### src/rtl/aq_ifu_ipack_buf_pkg.sv
// Shared IFU instruction-package types: instruction width, default buffer depth
// and the per-entry field layout.
package aq_ifu_ipack_buf_pkg;

    localparam int unsigned IPACK_INST_W    = 32;
    localparam int unsigned IPACK_BUF_DEPTH = 4;

    typedef struct packed {
        logic [IPACK_INST_W-1:0] inst;
        logic                    acc_err;
        logic                    pgflt;
    } ipack_entry_t;

endpackage

### src/rtl/aq_ifu_ipack_buf_slot.sv
// One instruction-buffer entry: instruction plus fault tags, written when
// selected by the top-level create decode.
module aq_ifu_ipack_buf_slot
    import aq_ifu_ipack_buf_pkg::*;
(
    input  logic         forever_cpuclk,
    input  logic         cpurst,
    input  logic         wr_en_i,
    input  ipack_entry_t wr_data_i,
    output ipack_entry_t entry_o
);

    ipack_entry_t entry_q;

    always_ff @(posedge forever_cpuclk) begin
        if (cpurst) begin
            entry_q <= '0;
        end else if (wr_en_i) begin
            entry_q <= wr_data_i;
        end
    end

    assign entry_o = entry_q;

endmodule

### src/rtl/aq_ifu_ipack_buf.sv
// Instruction package buffer: circular FIFO taking up to two packed instructions
// per cycle from IFU and issuing one per cycle to decode.
module aq_ifu_ipack_buf
    import aq_ifu_ipack_buf_pkg::*;
#(
    parameter  int unsigned DEPTH = IPACK_BUF_DEPTH,
    localparam int unsigned PTR_W = $clog2(DEPTH)
) (
    input  logic                    forever_cpuclk,
    input  logic                    cpurst,
    input  logic                    ipack_buf_flush,
    input  logic                    ifu_ipack_inst0_vld,
    input  logic [IPACK_INST_W-1:0] ifu_ipack_inst0,
    input  logic                    ifu_ipack_acc_err0,
    input  logic                    ifu_ipack_pgflt0,
    input  logic                    ifu_ipack_inst1_vld,
    input  logic [IPACK_INST_W-1:0] ifu_ipack_inst1,
    input  logic                    ifu_ipack_acc_err1,
    input  logic                    ifu_ipack_pgflt1,
    output logic                    ipack_ifu_ready,
    output logic                    ipack_id_inst_vld,
    output logic [IPACK_INST_W-1:0] ipack_id_inst,
    output logic                    ipack_id_acc_err,
    output logic                    ipack_id_pgflt,
    input  logic                    id_ipack_inst_rdy,
    output logic [PTR_W:0]          ipack_buf_entry_cnt
);

    localparam int unsigned CNT_W = PTR_W + 1;

    logic [PTR_W-1:0] wptr_q, wptr_d, wptr_p1;
    logic [PTR_W-1:0] rptr_q, rptr_d;
    logic [CNT_W-1:0] cnt_q, cnt_d;
    logic             ready, crt0, crt1, ret;

    ipack_entry_t     slot0_data, slot1_data, head;
    ipack_entry_t     entry_q [DEPTH];
    ipack_entry_t     wr_data [DEPTH];
    logic [DEPTH-1:0] wr_en;

    // Room for a full dual create, judged from registered occupancy only
    assign ready = (cnt_q <= CNT_W'(DEPTH - 2));
    assign crt0  = ifu_ipack_inst0_vld && ready;
    assign crt1  = ifu_ipack_inst1_vld && ready;
    assign ret   = ipack_id_inst_vld && id_ipack_inst_rdy;

    assign wptr_p1    = wptr_q + PTR_W'(1);
    assign slot0_data = '{inst: ifu_ipack_inst0, acc_err: ifu_ipack_acc_err0, pgflt: ifu_ipack_pgflt0};
    assign slot1_data = '{inst: ifu_ipack_inst1, acc_err: ifu_ipack_acc_err1, pgflt: ifu_ipack_pgflt1};

    always_comb begin
        wptr_d = wptr_q;
        rptr_d = rptr_q;
        cnt_d  = cnt_q;
        if (ipack_buf_flush) begin
            wptr_d = '0;
            rptr_d = '0;
            cnt_d  = '0;
        end else begin
            wptr_d = wptr_q + PTR_W'(crt0) + PTR_W'(crt1);
            rptr_d = rptr_q + PTR_W'(ret);
            cnt_d  = cnt_q + CNT_W'(crt0) + CNT_W'(crt1) - CNT_W'(ret);
        end
    end

    always_ff @(posedge forever_cpuclk) begin
        if (cpurst) begin
            wptr_q <= '0;
            rptr_q <= '0;
            cnt_q  <= '0;
        end else begin
            wptr_q <= wptr_d;
            rptr_q <= rptr_d;
            cnt_q  <= cnt_d;
        end
    end

    // Slot0 lands at wptr, slot1 at wptr+1; nothing is written in a flush cycle
    for (genvar i = 0; i < DEPTH; i++) begin : g_slot
        logic hit0, hit1;
        assign hit0       = crt0 && (wptr_q == PTR_W'(i));
        assign hit1       = crt1 && (wptr_p1 == PTR_W'(i));
        assign wr_en[i]   = !ipack_buf_flush && (hit0 || hit1);
        assign wr_data[i] = hit0 ? slot0_data : slot1_data;

        aq_ifu_ipack_buf_slot u_slot (
            .forever_cpuclk (forever_cpuclk),
            .cpurst         (cpurst),
            .wr_en_i        (wr_en[i]),
            .wr_data_i      (wr_data[i]),
            .entry_o        (entry_q[i])
        );
    end

    assign head                = entry_q[rptr_q];
    assign ipack_ifu_ready     = ready;
    assign ipack_id_inst_vld   = (cnt_q != '0);
    assign ipack_id_inst       = head.inst;
    assign ipack_id_acc_err    = head.acc_err;
    assign ipack_id_pgflt      = head.pgflt;
    assign ipack_buf_entry_cnt = cnt_q;

    ill_slot1_a: assert property (@(posedge forever_cpuclk) disable iff (cpurst)
        !(ifu_ipack_inst1_vld && !ifu_ipack_inst0_vld));

endmodule

### config.mk
export PLATFORM = sky130hd
export DESIGN_NAME = aq_ifu_ipack_buf
export DESIGN_NICKNAME = d
export VERILOG_FILES = /design/src/rtl/aq_ifu_ipack_buf_pkg.sv /design/src/rtl/aq_ifu_ipack_buf_slot.sv /design/src/rtl/aq_ifu_ipack_buf.sv
export SDC_FILE = /design/constraint.sdc
export NUM_CORES = 1
export LEC_CHECK = 0
export BUFFER_PORTS_ARGS = -buffer_cell sky130_fd_sc_hd__clkbuf_2
export CORE_MARGIN = 2
export CORE_UTILIZATION = 40
export DETAILED_ROUTE_END_ITERATION = 8
export PLACE_DENSITY = 0.7
export RECOVER_POWER = 25
export SETUP_SLACK_MARGIN = 0.15
export SLEW_MARGIN = 10
export SYNTH_ARGS = -nofsm -noshare
export SYNTH_HDL_FRONTEND = slang
export SYNTH_SLANG_ARGS = --single-unit
### constraint.sdc
create_clock -name forever_cpuclk -period 2.4 [get_ports forever_cpuclk]
set_input_delay 0.48 -clock forever_cpuclk [delete_from_list [all_inputs] [get_ports forever_cpuclk]]
set_output_delay 0.48 -clock forever_cpuclk [all_outputs]
set_load 0.03 [all_outputs]
==> impl_metrics.ini <==
[sta]
finClkSkew_ps = 8.08
hold_viol = 0
final.period_utilization_pct = 94.0
fmax_ghz = 0.443
worst_pin_slew_ps = 505
fin_setup_tns_ps = 0
relSlewSlack_pct = 65.4
worst_slack_ps = 143
slew_viol_final = 0
rsz0062_at_grt = true
min_period_ps = 2260
setup_violations = 0

[worst_setup_path]
end_kind = register
required_ps = 2760
cp_data_arrival_time_ps = 2620
crit_family = adder cells
cp_slowest_stage_delay_ps = 520
cp_slowest_cell = fa_2
start_kind = register
critical_path_buf_inv_count = 1
path_common_cell = fa_2
cp_max_fo = 5
path_class = reg -> reg
cp_cell_sequence = or3b_4 > nand2_1 > nand2_4 > ha_4 > inv_2 > fa_2 > fa_2 > and2_1

[floorplanning]
ios = 113
die_width_um = 141
rows = 50
dieArea_um2 = 19800
fp.dieH_um = 141
core-area_um2 = 18500
start_util_pct = 40.5

[detailed_routing]
routed_wl_um = 23500
vias = 6780
wire_per_inst_um = 20.8
first_pass_iters = 5
dr.first_iter.drc_count = 504
avgViaCountPerCell = 6.01
drc_errors = 0
antenna_left = 0

[synth]
synthCells = 784
yosys-top-cells-area = dfxtp_1 38%, a311oi_2 14%, mux4_2 10%, nand2_1 7.0%, a211oi_1 6.8%
synth_edf_count = 0
yosys_warnings = 0
ys_seq_area_share_pct = 38.2
async_flop_share_pct = 0
syn_area_um2 = 7490
synth_top_area_cell = dfxtp_1
ys_types = 36
synth_seq_cells = 143
synthTopCellsByCount = 143 x dfxtp_1, 139 x nand2_1, 123 x nor2_1
synth_most_common_cell = dfxtp_1
syn_nets = 864
synth_top_area_share_pct = 38.2
avgSynthCellArea_um2 = 9.56
synthFlopType = dfxtp_1

[status]
status = completed

[clock_network]
htreeDepth = 4
numCtsBuffers = 17
clk_latency_ps = 420
hold_buffers = 0
cts_tree = built
clkSinkCount = 143
path_clk_slew_ps = 60
cts-root-buf = clkbuf_16
cts.path.max_buffers = 2

[placement]
pre_cts_slack_ps = 66.9
place.gp.congestion = 0.801
io_buffers = 112
hpwl_um = 13500

[finish]
final_nets = 961
nFillCells = 1687
antenna_cells = 0
multiInputGateArea_um2 = 4250
seqCellArea_um2 = 2870
drive_gt1_share_pct = 36.5
syn_to_final_growth_pct = 24.1

[job]
maxCapViolCount = 0

[pwr]
p_per_area_nw_per_um2 = 1070
ir_drop_mv = 0.528
power.leakage_nw = 3.31

[global_route]
grt_antenna_before_repair = 0
grt_pass1_wl_um = 36900
grt_max_degree = 43
gr-total-overflow = 0
grt_util_all_layers_pct = 23.7
grt_pass1_vias = 6693

[hold_path]
min_path_type = in -> reg
==> stage by stage <==
stage	power [mW]	hold WS, ps	area (um^2)	instances	util [%]
after global routing	10.5	374	9300	1128	50.2
after floorplan	5.92	475	7560	784	-
final	9.97	363	9300	1128	50.2
after global placement	6.85	484	8360	1080	45.1
after CTS	9.89	356	9170	1121	49.5
after detailed placement	6.94	488	8360	1080	45.1
==> cell usage in the layout (no fill, tap or decap), types with 4 or more instances in the layout <==
master	synthesis	final
clkbuf_2	0	89
nor2_2	14	14
buf_2	12	5
clkbuf_1	52	4
dfxtp_1	143	140
a211oi_1	68	68
a311oi_2	68	68
buf_6	13	16
nor3_1	4	4
mux4_2	34	34
nor2_1	123	123
nand2_1	139	138
buf_12	0	9
inv_1	7	6
clkbuf_16	0	18
o22ai_1	68	68
buf_4	2	31
==> registers in the layout, indices dropped and copies added (netlist names) <==
| name | count |
|---|---|
| g_slot.u_slot.entry_o | 136 |
| wptr_q | 2 |
| rptr_q | 2 |
| ipack_buf_entry_cnt | 3 |
==> tightest hold or removal path: cells and delay by family <==
family / cells / cell delay, ps
AOI/OAI and AO/OA: 1 / 80
buffers and inverters: 1 / 110
and+or+nand+nor: 1 / 70
==> worst paths after layout <==
kind | slack, ps | start | endpoint | cells after the start
worst max-delay path | 140 | ipack_buf_entry_cnt[2] | ipack_buf_entry_cnt[1] | 8
worst min-delay path | 360 | ifu_ipack_inst1[7] | g_slot[1].u_slot.entry_o[9] | 3
worst max register to register | 140 | ipack_buf_entry_cnt[2] | ipack_buf_entry_cnt[1] | 8
worst min register to register | 490 | g_slot[2].u_slot.entry_o[33] | g_slot[2].u_slot.entry_o[33] | 2
==> cell families after synthesis <==
group | synth area share, %
AND/OR/NAND/NOR | 15.7
AO/OA/AOI/OAI | 27.9
flip-flops | 38.2
buffers and inverters | 6.16
multiplexers | 10.4
adder cells (fa/ha/maj) | 1.30
XOR/XNOR | 0.351
==> area by class of cell <==
| class | instances | share of cell area, % |
|---|---|---|
| timing repair buffer | 161 | 13.2 |
| tap | 234 | 3.15 |
| clock buffer | 20 | 5.02 |
| multi-input combinational | 550 | 45.7 |
| inverter | 8 | 0.377 |
| sequential | 143 | 30.9 |
| clock inverter | 12 | 1.68 |
==> power breakdown <==
group	switching (mW)	internal [mW]	leakage [nW]
Combinational	2.43	1.62	1.84
Clock	1.07	1.73	0.307
Sequential	0.273	2.85	1.17
Total	3.78	6.19	3.31
==> repair_timing <==
item,CTS,global route
resized for setup,11,63
pin swaps,2,0
cloned,3,1
setup endpoints to repair,92,30
setup buffers,6,6
==> per-layer routing <==
metal | global-route usage, % | up-vias | wire [um]
met3 | 4.89 | 41 | 1660
li1 | - | 3120 | -
met1 | 30.6 | 3326 | 9770
met2 | 39.5 | 293 | 11500
met4 | 8.37 | 0 | 509
met5 | 0 | - | 0
(Power assumes the default switching activity.)
